**src/rtl/pack_build_if.sv**
```systemverilog
// Trace-to-packet-buffer bus for pack_build.
//   TraceWd/TraceWdAvail : halfword stream from the trace front end
//   sync                 : frame alignment established
//   WdAvail/PacketWd     : frame word strobe and data toward the packet buffer
//   PacketCommit         : the last 8 words form a complete frame
//   PacketReset          : discard uncommitted words
// master = front end / buffer side, slave = pack_build.
interface pack_build_if;
  localparam int unsigned WordW = 16;

  logic [WordW-1:0] TraceWd;
  logic             TraceWdAvail;
  logic             sync;
  logic             WdAvail;
  logic [WordW-1:0] PacketWd;
  logic             PacketCommit;
  logic             PacketReset;

  modport master (
    output TraceWd, TraceWdAvail,
    input  sync, WdAvail, PacketWd, PacketCommit, PacketReset
  );

  modport slave (
    input  TraceWd, TraceWdAvail,
    output sync, WdAvail, PacketWd, PacketCommit, PacketReset
  );
endinterface

```
**src/rtl/pack_build.sv**
```systemverilog
// Packet assembler on the trace write clock. Finds TPIU full sync
// (FFFF followed by 7FFF), strips sync and idle halfwords, and groups data
// halfwords into 8-word frames for the downstream packet buffer.
// Ports:
//   wrClk : clock
//   rst   : synchronous active-high reset
//   bus   : pack_build_if.slave (trace input, packet buffer handshake, sync)
// Parameter SYNC_TIMEOUT_LOG2: sync is dropped after 2^SYNC_TIMEOUT_LOG2
// cycles without a full sync.
module pack_build #(
  parameter int unsigned SYNC_TIMEOUT_LOG2 = 24
) (
  input  logic        wrClk,
  input  logic        rst,
  pack_build_if.slave bus
);
  localparam int unsigned WordW  = 16;
  localparam int unsigned WcW    = 3;
  localparam int unsigned TimerW = SYNC_TIMEOUT_LOG2;
  localparam logic [WordW-1:0] SyncHi = 16'hFFFF;
  localparam logic [WordW-1:0] SyncLo = 16'h7FFF;

  typedef enum logic {
    UNSYNCED = 1'b0,
    SYNCED   = 1'b1
  } syncState_t;

  syncState_t        state, stateNxt;
  logic [WordW-1:0]  held, heldNxt;
  logic              heldV, heldVNxt;
  logic [WcW-1:0]    wc, wcNxt;
  logic              commitPend, commitPendNxt;
  logic [TimerW-1:0] timer, timerNxt;
  logic              wdAvail, wdAvailNxt;
  logic [WordW-1:0]  packetWd, packetWdNxt;
  logic              packetCommit, packetCommitNxt;
  logic              packetReset, packetResetNxt;
  logic              fullSync;
  logic              timeout;
  logic              emit;

  // State and output registers
  always_ff @(posedge wrClk) begin
    if (rst) begin
      state        <= UNSYNCED;
      held         <= '0;
      heldV        <= 1'b0;
      wc           <= '0;
      commitPend   <= 1'b0;
      timer        <= '0;
      wdAvail      <= 1'b0;
      packetWd     <= '0;
      packetCommit <= 1'b0;
      packetReset  <= 1'b0;
    end else begin
      state        <= stateNxt;
      held         <= heldNxt;
      heldV        <= heldVNxt;
      wc           <= wcNxt;
      commitPend   <= commitPendNxt;
      timer        <= timerNxt;
      wdAvail      <= wdAvailNxt;
      packetWd     <= packetWdNxt;
      packetCommit <= packetCommitNxt;
      packetReset  <= packetResetNxt;
    end
  end

  // Input classification, sync FSM, framing and strobes
  always_comb begin
    stateNxt        = state;
    heldNxt         = held;
    heldVNxt        = heldV;
    wcNxt           = wc;
    commitPendNxt   = 1'b0;
    timerNxt        = timer;
    wdAvailNxt      = 1'b0;
    packetWdNxt     = packetWd;
    packetCommitNxt = 1'b0;
    packetResetNxt  = 1'b0;
    emit            = 1'b0;

    fullSync = bus.TraceWdAvail && heldV && (held == SyncHi) && (bus.TraceWd == SyncLo);
    timeout  = (state == SYNCED) && (&timer);

    // Timer saturates at all-ones so a timeout deferred by a commit still fires next cycle
    if ((state == SYNCED) && !timeout) begin
      timerNxt = timer + TimerW'(1);
    end

    if (commitPend) begin
      packetCommitNxt = 1'b1;
    end

    if (fullSync) begin
      stateNxt       = SYNCED;
      heldVNxt       = 1'b0;
      wcNxt          = '0;
      timerNxt       = '0;
      packetResetNxt = 1'b1;
    end else if (timeout && !commitPend) begin
      stateNxt       = UNSYNCED;
      heldVNxt       = 1'b0;
      wcNxt          = '0;
      timerNxt       = '0;
      packetResetNxt = (wc != '0);
    end else if (bus.TraceWdAvail) begin
      // Any non-sync arrival pushes out the held word; 7FFF itself is dropped
      emit = heldV;
      if (bus.TraceWd == SyncLo) begin
        heldVNxt = 1'b0;
      end else begin
        heldNxt  = bus.TraceWd;
        heldVNxt = 1'b1;
      end
    end

    // Words emitted while unsynced are dropped and wc stays 0
    if (emit && (state == SYNCED)) begin
      wdAvailNxt  = 1'b1;
      packetWdNxt = held;
      wcNxt       = wc + WcW'(1);
      if (wc == '1) begin
        commitPendNxt = 1'b1;
      end
    end
  end

  assign bus.sync         = (state == SYNCED);
  assign bus.WdAvail      = wdAvail;
  assign bus.PacketWd     = packetWd;
  assign bus.PacketCommit = packetCommit;
  assign bus.PacketReset  = packetReset;
endmodule

```
**src/flat_wrapper.sv**
```systemverilog
// flat-port wrapper written by rule: the top's interface ports become plain ports
module pack_build_flat 
#(
  parameter int unsigned SYNC_TIMEOUT_LOG2 = 24
)
  (wrClk, rst, bus_TraceWd, bus_TraceWdAvail, bus_sync, bus_WdAvail, bus_PacketWd, bus_PacketCommit, bus_PacketReset);
  pack_build_if bus_i ();
  input  logic wrClk;
  input  logic rst;
  input wire logic [$bits(bus_i.TraceWd)-1:0] bus_TraceWd;
  input wire logic [$bits(bus_i.TraceWdAvail)-1:0] bus_TraceWdAvail;
  output wire logic [$bits(bus_i.sync)-1:0] bus_sync;
  output wire logic [$bits(bus_i.WdAvail)-1:0] bus_WdAvail;
  output wire logic [$bits(bus_i.PacketWd)-1:0] bus_PacketWd;
  output wire logic [$bits(bus_i.PacketCommit)-1:0] bus_PacketCommit;
  output wire logic [$bits(bus_i.PacketReset)-1:0] bus_PacketReset;
  assign bus_i.TraceWd = bus_TraceWd;
  assign bus_i.TraceWdAvail = bus_TraceWdAvail;
  assign bus_sync = bus_i.sync;
  assign bus_WdAvail = bus_i.WdAvail;
  assign bus_PacketWd = bus_i.PacketWd;
  assign bus_PacketCommit = bus_i.PacketCommit;
  assign bus_PacketReset = bus_i.PacketReset;
  pack_build #(.SYNC_TIMEOUT_LOG2(SYNC_TIMEOUT_LOG2)) u_core (.wrClk(wrClk), .rst(rst), .bus(bus_i));
endmodule
```
**config.mk**
```make
export PLATFORM = sky130hd
export DESIGN_NAME = pack_build_flat
export DESIGN_NICKNAME = d
export VERILOG_FILES = /design/src/rtl/pack_build_if.sv /design/src/rtl/pack_build.sv /design/src/flat_wrapper.sv
export SDC_FILE = /design/constraint.sdc
export NUM_CORES = 1
export LEC_CHECK = 0
export BUFFER_PORTS_ARGS = -buffer_cell sky130_fd_sc_hd__buf_2
export CORE_MARGIN = 2
export CORE_UTILIZATION = 50
export DETAILED_ROUTE_END_ITERATION = 6
export PLACE_DENSITY = 0.71
export RECOVER_POWER = 50
export SYNTH_ARGS = -nofsm -noshare
export SYNTH_HDL_FRONTEND = slang
export SYNTH_SLANG_ARGS = --single-unit
```
**constraint.sdc**
```tcl
create_clock -name wrClk -period 2.65 [get_ports wrClk]
set_input_delay 0.6625 -clock wrClk [delete_from_list [all_inputs] [get_ports wrClk]]
set_output_delay 0.6625 -clock wrClk [all_outputs]
set_load 0.05 [all_outputs]
```
==> key figures, run 1 <==
Run status
  • Outcome: finished, final reports clean

Finish
  • Filler instances: 555
  • Share of layout cells above drive strength 1: 0.128
  • Post-layout nets: around 400
  • Ant diodes: 0
  • Final core occ: 0.604
  • Most frequent cells in the layout: dfxtp_1, nand2b_1, nor2_1
  • Synth-to-Final Area Change: 17.0%
  • Most common cell after layout, fill and taps aside: dfxtp_1

Synthesis
  • Post-synth top flop: dfxtp_1
  • Asr flop ratio synth: 0
  • Syn Inst Count: 335
  • Synth warnings: 0
  • Syn avg cell area: approximately 9.1 um^2
  • Sequential fraction of the synthesis area: 0.428
  • Post-synthesis instance area: approximately 0.0030 mm^2
  • FF+latch count, synth: between 60 and 70
  • Count of unique library cells instantiated by Yosys: 40
  • Net Count, Synth: around 360
  • EDFF count, synth: 0

Pwr
  • P_leak: 0.00127 uW
  • Clk network pwr share: 0.490
  • Pwr/cell area: about 600 mW/mm^2
  • Sw Share: 0.210
  • Int Power: about 1700 uW
  • Maximum vdd drop: 0.526 mV
  • Flop pwr share: 0.472
  • Combinational fraction of design power: 0.039
  • P_sw: approximately 450 uW

STA
  • Post-Route Setup TNS: 0 ns
  • Worst Max-Slew Pin Slew: 0.727 ns
  • Max-slew violations: 0
  • Fmax: approximately 420 MHz
  • Worst setup margin: roughly 0.25 ns
  • RSZ-0062 raised after global routing: false
  • Worst clock skew: around 0.0086 ns
  • Fin. Hold Viols: 0
  • Final setup fails: 0
  • Worst relative slew slack: 0.503
  • Final critical-path required period: 2.40 ns
  • Fin crit share: 0.907

Place
  • Routability congestion estimate: just under 0.9
  • Pre-CTS setup slack: about 0.33 ns
  • I/O Buffers: 38
  • Post-DP HPWL: 4.54 mm

Critical path
  • Crit path DAT: 2.64 ns
  • Critical path class: reg -> reg
  • Worst setup EP type: flip-flop
  • Worst setup SP type: flip-flop
  • Worst path max stage delay: between 0.6 and 0.7 ns
  • Maximum fanout along the worst path: 10
  • Cells on worst reg2reg path: 6
  • Critical-path cell list: nand4_1, or4_4, or4_1, and3_1, buf_4, and3b_1
  • Critical path data required time: about 2.9 ns
  • Slowest cell on crit path: or4_4

Global route
  • Antenna violations before repair: 0
  • GRT overflow: 0
  • GRT Overall Usage: 0.215
  • Pin count of the biggest net entering global routing: 50
  • First-pass GRT wire length: about 11 mm
  • Vias in the first global route: 2497

Clock network
  • Setup Buffers After CTS: 0
  • Clk sink count: 65
  • Resized cells post-CTS: 0
  • CTS Buffer Depth: 2
  • Root Buffer: clkbuf_8
  • Clock latency at the later pin of the worst-skew pair: about 0.34 ns
  • H-tree depth: 3
  • Clock-pin slew on the worst setup and hold paths: 0.07 ns
  • CTS tree: yes
  • TritonCTS Buffers: 9
  • Cts hold-fix bufs: 0

Route
  • Vias per std cell: roughly 5.6
  • Post-DR wirelength/cell: between 10 and 15 um
  • DR pass1 iterations: 4
  • DRC viols: 0
  • Drt first-iter violations: 94
  • Routed Antenna Nets: 0
  • Routed wire length: about 6.5 mm
  • DR vias: 2558

Floorplan
  • Die height: ~82 um
  • Initial Util: 0.517
  • Rows: 28
  • Floorplan core area: approximately 0.006 mm^2
  • Die area: around 0.0067 mm^2
  • Chip width: 82.0 um
  • Number of primary I/O pins: 39

Min path
  • Worst hold path class: reg -> reg
  • Hold Crit Depth: 2

Flow run
  • Max-Cap Viols: 0
[cells by family after synthesis]
group / share of synthesized area
xor gates and xnor gates: 0.0432
muxes: 0.126
buffers and inverters: 0.0362
adders and majority gates: 0.0165
DFF: 0.428
and+or+nand+nor: 0.286
AOI/OAI and AO/OA: 0.0642
[layout make-up]
type                            count  area (um^2)  area share
Timing Repair Buffer               53          268      0.0753
Tap cell                           75         93.8      0.0264
Multi-Input combinational cell    247         1630       0.458
Sequential cell                    65         1300       0.366
Clock inverter                      6          115      0.0324
Inverter                            3         11.3     0.00317
Clock buffer                       10          138      0.0387
[synth_stat cells, types with 2 or more instances]
cell / instances / area, um^2
dfxtp_1: 65 / 1300
nand2b_1: 38 / 238
nor2_1: 38 / 143
mux2i_1: 37 / 370
nand4_1: 18 / 113
a21oi_1: 17 / 85.1
clkbuf_1: 15 / 56.3
nand3_1: 15 / 75.1
xnor2_1: 14 / 123
nand2_1: 13 / 48.8
nor3_1: 9 / 45.0
nor4_1: 5 / 31.3
a2111oi_0: 4 / 35.0
ha_1: 4 / 50.1
or4_1: 4 / 30.0
and3_1: 3 / 18.8
buf_6: 3 / 33.8
inv_1: 3 / 11.3
or3_1: 3 / 18.8
a211oi_1: 2 / 15.0
a31oi_1: 2 / 12.5
and2_1: 2 / 12.5
and4_1: 2 / 17.5
nor2b_1: 2 / 12.5
o21ai_0: 2 / 10.0
[power groups by stage]
| stage | combinational, uW | sequential (uW) | clock, uW |
|---|---|---|---|
| 6_report | 82.1 | 1000 | 1040 |
| 5_1_grt | 92.4 | 1010 | 1100 |
| 4_1_cts | 84.0 | 1000 | 1060 |
| 3_5_place_dp | 83.2 | 1030 | 0 |
| 3_3_place_gp | 81.3 | 1030 | 0 |
| 2_1_floorplan | 54.7 | 1020 | 0 |
[critical path: cells and delay by family (launching register included)]
kind	cells	cell delay (ns)
buffers and inverters	1	0.19
DFF	1	0.39
and+or+nand+nor	5	1.71
[sequential cells by signal (all words and copies together) (netlist names)]
name / cells
u_core.timer: 24
u_core.bus.PacketWd: 16
u_core.held: 16
u_core.wc: 3
u_core.bus.PacketCommit: 1
u_core.bus.PacketReset: 1
u_core.bus.WdAvail: 1
u_core.bus.sync: 1
u_core.commitPend: 1
u_core.heldV: 1
[final timing paths]
check / startpoint / to / slack [ns]
setup / recovery: u_core.timer[18]$_SDFFE_PP0P_ / u_core.commitPend$_SDFF_PP0_ / 0.25
hold / removal: u_core.bus.PacketWd[10]$_SDFFE_PP0P_ / u_core.bus.PacketWd[10]$_SDFFE_PP0P_ / 0.47
setup reg to reg: u_core.timer[18]$_SDFFE_PP0P_ / u_core.commitPend$_SDFF_PP0_ / 0.25
hold reg to reg: u_core.bus.PacketWd[10]$_SDFFE_PP0P_ / u_core.bus.PacketWd[10]$_SDFFE_PP0P_ / 0.47
[layer usage]
metal  wire (um)  global-route usage  vias to the layer above
met5           0                   0                        -
met4         114              0.0800                        0
met3         295              0.0571                       14
met2        3130               0.365                       61
met1        2910               0.261                     1204
li1            -                   -                     1279
[through the flow]
step	instance area (um^2)	total power, uW	hold slack, ns	instances
global route	3560	2200	0.497	459
global placement	3350	1110	0.455	443
detailed placement	3350	1110	0.465	443
finish	3560	2130	0.473	459
floorplan	3040	1080	0.444	335
CTS	3600	2150	0.477	459
(Power assumes the default switching activity.)
==> run 2: changes to the inputs <==
- GPL_ROUTABILITY_DRIVEN: default -> 0
- SETUP_SLACK_MARGIN: default -> 0.3
==> key figures, run 2 (synthesis results as in run 1) <==
Clock network
  • H-tree depth: 3
  • Clk sink count: 65
  • TritonCTS Buffers: 9
  • Clock-pin slew on the worst setup and hold paths: around 0.07 ns
  • Clock latency at the later pin of the worst-skew pair: 0.34 ns
  • CTS tree: yes
  • Cts hold-fix bufs: 0
  • Root Buffer: clkbuf_8
  • CTS Buffer Depth: 2

STA
  • RSZ-0062 raised after global routing: false
  • Max-slew violations: 0
  • Fin crit share: 0.860
  • Worst clock skew: between 0.009 and 0.01 ns
  • Fmax: between 400 and 500 MHz
  • Post-Route Setup TNS: 0 ns
  • Fin. Hold Viols: 0
  • Final critical-path required period: 2.28 ns
  • Worst Max-Slew Pin Slew: roughly 0.74 ns
  • Final setup fails: 0
  • Worst relative slew slack: 0.496

Place
  • Placed insts: approximately 440
  • I/O Buffers: 38
  • Post-DP HPWL: 4.54 mm

Critical path
  • Critical path class: reg -> reg
  • Critical path data required time: 2.89 ns
  • Worst setup EP type: flip-flop
  • Crit path DAT: between 2 and 3 ns
  • Worst setup SP type: flip-flop
  • Maximum fanout along the worst path: 10

Floorplan
  • Die height: 82.0 um
  • Rows: 28
  • Die area: a little under 0.007 mm^2
  • Floorplan core area: between 0.005 and 0.006 mm^2
  • Number of primary I/O pins: 39
  • Initial Util: 0.517
  • Chip width: approximately 82 um

Route
  • DRC viols: 0
  • Routed Antenna Nets: 0
  • DR pass1 iterations: 4
  • Routed wire length: 6.45 mm
  • Post-DR wirelength/cell: ~14 um
  • DR vias: 2548
  • Drt first-iter violations: approximately 120
  • Vias per std cell: 5.55

Finish
  • Filler instances: 550
  • Post-layout nets: 402
  • Largest register FFs: 24
  • Most frequent cells in the layout: dfxtp_1, nand2b_1, nor2_1
  • Most common cell after layout, fill and taps aside: dfxtp_1
  • Synth-to-Final Area Change: 17.4%
  • Count of non-filler cells in the finished layout: 459
  • Most flop-heavy register: u_core.timer
  • Ant diodes: 0
  • Share of layout cells above drive strength 1: 0.135

Global route
  • Global route hottest layer: met2
  • First-pass GRT wire length: 11.2 mm
  • Antenna violations before repair: 0
  • GRT Overall Usage: 0.215
  • Pin count of the biggest net entering global routing: 50
  • GR met1 Demand/Resource: 0.261
  • Met2 usage: 0.365
  • GR Util met3: 0.0571
  • Vias in the first global route: roughly 2500
  • GRT overflow: 0

Min path
  • Worst hold path class: reg -> reg

Run status
  • Outcome: finished, final reports clean

Pwr
  • Maximum vdd drop: about 0.53 mV
  • Power Total: about 2100 uW
  • Pwr/cell area: between 500 and 600 mW/mm^2
  • P_leak: 0.00129 uW

Flow run
  • Max-Cap Viols: 0
==> run 2: cell count changes in the layout (fill, tap and decap cells not counted) <==
cell / delta
dfxtp_1: -3
dfxtp_2: +3
nand4_1: -1
nand4_4: +1
or4_1: +1
or4_4: -1
==> run 2: worst paths after layout <==
kind | from | end | slack, ns | depth (start not counted)
worst max register to register | u_core.timer[20]$_SDFFE_PP0P_ | u_core.commitPend$_SDFF_PP0_ | 0.37 | 6
worst max-delay path | u_core.timer[20]$_SDFFE_PP0P_ | u_core.commitPend$_SDFF_PP0_ | 0.37 | 6
worst min-delay path | u_core.bus.PacketWd[10]$_SDFFE_PP0P_ | u_core.bus.PacketWd[10]$_SDFFE_PP0P_ | 0.47 | 2
worst min register to register | u_core.bus.PacketWd[10]$_SDFFE_PP0P_ | u_core.bus.PacketWd[10]$_SDFFE_PP0P_ | 0.47 | 2
==> run 2: layer usage <==
| layer | wire length (um) | part of all wire | up-vias |
|---|---|---|---|
| li1 | - | - | 1283 |
| met2 | 3150 | 0.49 | 48 |
| met3 | 238 | 0.037 | 16 |
| met4 | 123 | 0.019 | 0 |
| met1 | 2930 | 0.45 | 1201 |
| met5 | 0 | 0 | - |
==> run 2: final cells by class <==
cell class,instances,area [um^2],share of cell area
multi-input cells,247,1640,0.459
flip-flops and latches,65,1310,0.365
repair buffers,53,268,0.0750
clock buffers,10,138,0.0385
clock inverters,6,115,0.0322
well taps,75,93.8,0.0263
inverters,3,11.3,0.00315
==> run 2: critical path, stage by stage, from the launching register on <==
cell and delay (ns):
dfxtp_1 0.39, nand4_4 0.15, or4_1 0.60, or4_1 0.44
and3_1 0.22, buf_4 0.19, and3b_1 0.18
==> run 2: repair_timing <==
item,4_1_cts,5_1_grt
gates resized for setup,0,4
setup endpoints to repair,0,21
buffers inserted,0,0
==> run 2: power by group <==
| group | internal [uW] | switching, uW | leakage, uW | total, uW |
|---|---|---|---|---|
| sequential | 992 | 13.0 | 0.000528 | 1000 |
| clock | 653 | 391 | 0.000123 | 1040 |
| combinational | 38.1 | 43.5 | 0.000638 | 81.5 |
| total | 1680 | 448 | 0.00129 | 2130 |
==> run 2: per-stage QoR <==
| stage | hold WS (ns) | cell area [um^2] | utilization | worst slack (ns) |
|---|---|---|---|---|
| finish | 0.473 | 3570 | 0.607 | 0.370 |
| global route | 0.497 | 3570 | 0.607 | 0.157 |
| CTS | 0.477 | 3600 | 0.612 | 0.316 |
| detailed placement | 0.465 | 3350 | 0.569 | 0.332 |
| global placement | 0.455 | 3350 | 0.569 | 0.377 |
| floorplan | 0.444 | 3040 | - | 0.446 |
==> run 3: changes to the inputs <==
- REMOVE_ABC_BUFFERS: default -> 1
==> key figures, run 3 (synthesis results as in run 1) <==
Run status
  • Outcome: finished, final reports clean

Place
  • I/O Buffers: 38
  • Dpl cell area: about 0.0033 mm^2
  • Pre-CTS setup slack: roughly 0.35 ns
  • Post-DP HPWL: ~4.5 mm

Min path
  • Worst Hold Launch: u_core.bus.PacketWd[3]$_SDFFE_PP0P_
  • Worst hold path class: reg -> reg

STA
  • Worst setup margin: 0.352 ns
  • Worst clock skew: 0.0126 ns
  • Worst relative slew slack: 0.567
  • Fmax: approximately 440 MHz
  • Fin. Hold Viols: 0
  • RSZ-0062 raised after global routing: false
  • Worst Max-Slew Pin Slew: ~0.63 ns
  • Final setup fails: 0
  • Fin crit share: 0.867
  • Final critical-path required period: 2.30 ns
  • Post-Route Setup TNS: 0 ns
  • Max-slew violations: 0

Global route
  • Vias in the first global route: 2344
  • Pin count of the biggest net entering global routing: 47
  • GRT Overall Usage: 0.208
  • GRT overflow: 0
  • First-pass GRT wire length: about 11 mm
  • Antenna violations before repair: 0

Floorplan
  • Die area: between 0.006 and 0.007 mm^2
  • Chip width: slightly above 80 um
  • Die height: 82.0 um
  • Number of primary I/O pins: 39
  • Rows: 28
  • Initial Util: 0.517
  • Floorplan core area: 0.00589 mm^2

Pwr
  • P_leak: roughly 0.0013 uW
  • Maximum vdd drop: approximately 0.33 mV
  • Pwr/cell area: roughly 550 mW/mm^2

Finish
  • Ant diodes: 0
  • Most frequent cells in the layout: dfxtp_1, nand2b_1, nor2_1
  • Filler instances: approximately 540
  • Share of layout cells above drive strength 1: 0.136
  • Post-layout nets: approximately 400
  • Synth-to-Final Area Change: 15.5%
  • Largest register FFs: 24
  • Most common cell after layout, fill and taps aside: dfxtp_1
  • Most flop-heavy register: u_core.timer
  • Post-route cell area: 0.00351 mm^2
  • Final core occ: 0.597

Route
  • DRC viols: 0
  • DR vias: 2543
  • Met2 WL post-DR: approximately 2.8 mm
  • Post-DR wirelength/cell: ~14 um
  • DR WL met3: 321 um
  • Routed wire length: about 6.3 mm
  • Drt first-iter violations: 123
  • DR pass1 iterations: 4
  • Routed Antenna Nets: 0
  • Met1 WL: 3.06 mm
  • Vias per std cell: ~5.6
  • Highest routing layer actually used: met4

Critical path
  • Top delay family on crit path: simple AND/OR/NAND/NOR gates
  • Worst path max stage delay: 0.57 ns
  • Worst setup SP type: flip-flop
  • Critical path data required time: approximately 2.9 ns
  • Critical-path cell list: nand4_4, or4_4, or4_1, and3_1, buf_4, and3b_1
  • Crit path DAT: 2.53 ns
  • Slowest cell on crit path: or4_4
  • Maximum fanout along the worst path: 11
  • Critical path class: reg -> reg
  • Critical path buffers and inverters: 1
  • Critical R2R Launch: u_core.timer[18]$_SDFFE_PP0P_
  • Worst setup EP type: flip-flop
  • Critical path startpoint: u_core.timer[18]$_SDFFE_PP0P_

Clock network
  • CTS Buffer Depth: 2
  • TritonCTS Buffers: 9
  • H-tree depth: 3
  • Clock latency at the later pin of the worst-skew pair: ~0.34 ns
  • Root Buffer: clkbuf_8
  • Clock-pin slew on the worst setup and hold paths: around 0.08 ns
  • CTS tree: yes
  • Clk sink count: between 60 and 70
  • Cts hold-fix bufs: 0

Flow run
  • Max-Cap Viols: 0
==> run 3: power by group <==
part | total [uW] | switching (uW) | internal (uW) | leakage (uW)
clock network | 858 | 375 | 482 | 0.000109
registers | 1000 | 13.0 | 992 | 0.000528
logic | 82.2 | 44.0 | 38.2 | 0.000627
==> run 3: worst min-delay path, cell delays in order (launching register included) <==
cell,delay [ns]
dfxtp_1,0.32
nand2b_1,0.06
mux2i_1,0.05
==> run 3: worst paths after layout <==
| check | endpoint | slack (ns) | cells after the start |
|---|---|---|---|
| worst min-delay path | u_core.bus.PacketWd[3]$_SDFFE_PP0P_ | 0.47 | 2 |
| worst max register to register | u_core.commitPend$_SDFF_PP0_ | 0.35 | 6 |
| worst min register to register | u_core.bus.PacketWd[3]$_SDFFE_PP0P_ | 0.47 | 2 |
| worst max-delay path | u_core.commitPend$_SDFF_PP0_ | 0.35 | 6 |
==> run 3: cell type report <==
type                    instances  area (um^2)  area share
multi-input cells             247         1650       0.470
well taps                      75         93.8      0.0267
repair buffers                 50          245      0.0699
inverters                       3         11.3     0.00321
flip-flops and latches         65         1310       0.372
clock inverters                 5         53.8      0.0153
clock buffers                  11          151      0.0431
==> run 3: per-stage QoR <==
stage / hold WS (ns) / power, uW / instances
global route: 0.503 / 2010 / 456
CTS: 0.475 / 1960 / 456
global placement: 0.458 / 1110 / 440
floorplan: 0.443 / 1070 / 315
finish: 0.475 / 1940 / 456
detailed placement: 0.462 / 1110 / 440
==> run 3: metal layers <==
metal  vias to the layer above  track usage
met3                        16       0.0462
met1                      1188        0.275
met4                         0        0.112
li1                       1275            -
met2                        64        0.315
met5                         -            0
==> run 3: what timing repair did <==
action	CTS	global route
setup endpoints to repair	0	21
buffers inserted	0	0
gates resized for setup	0	6
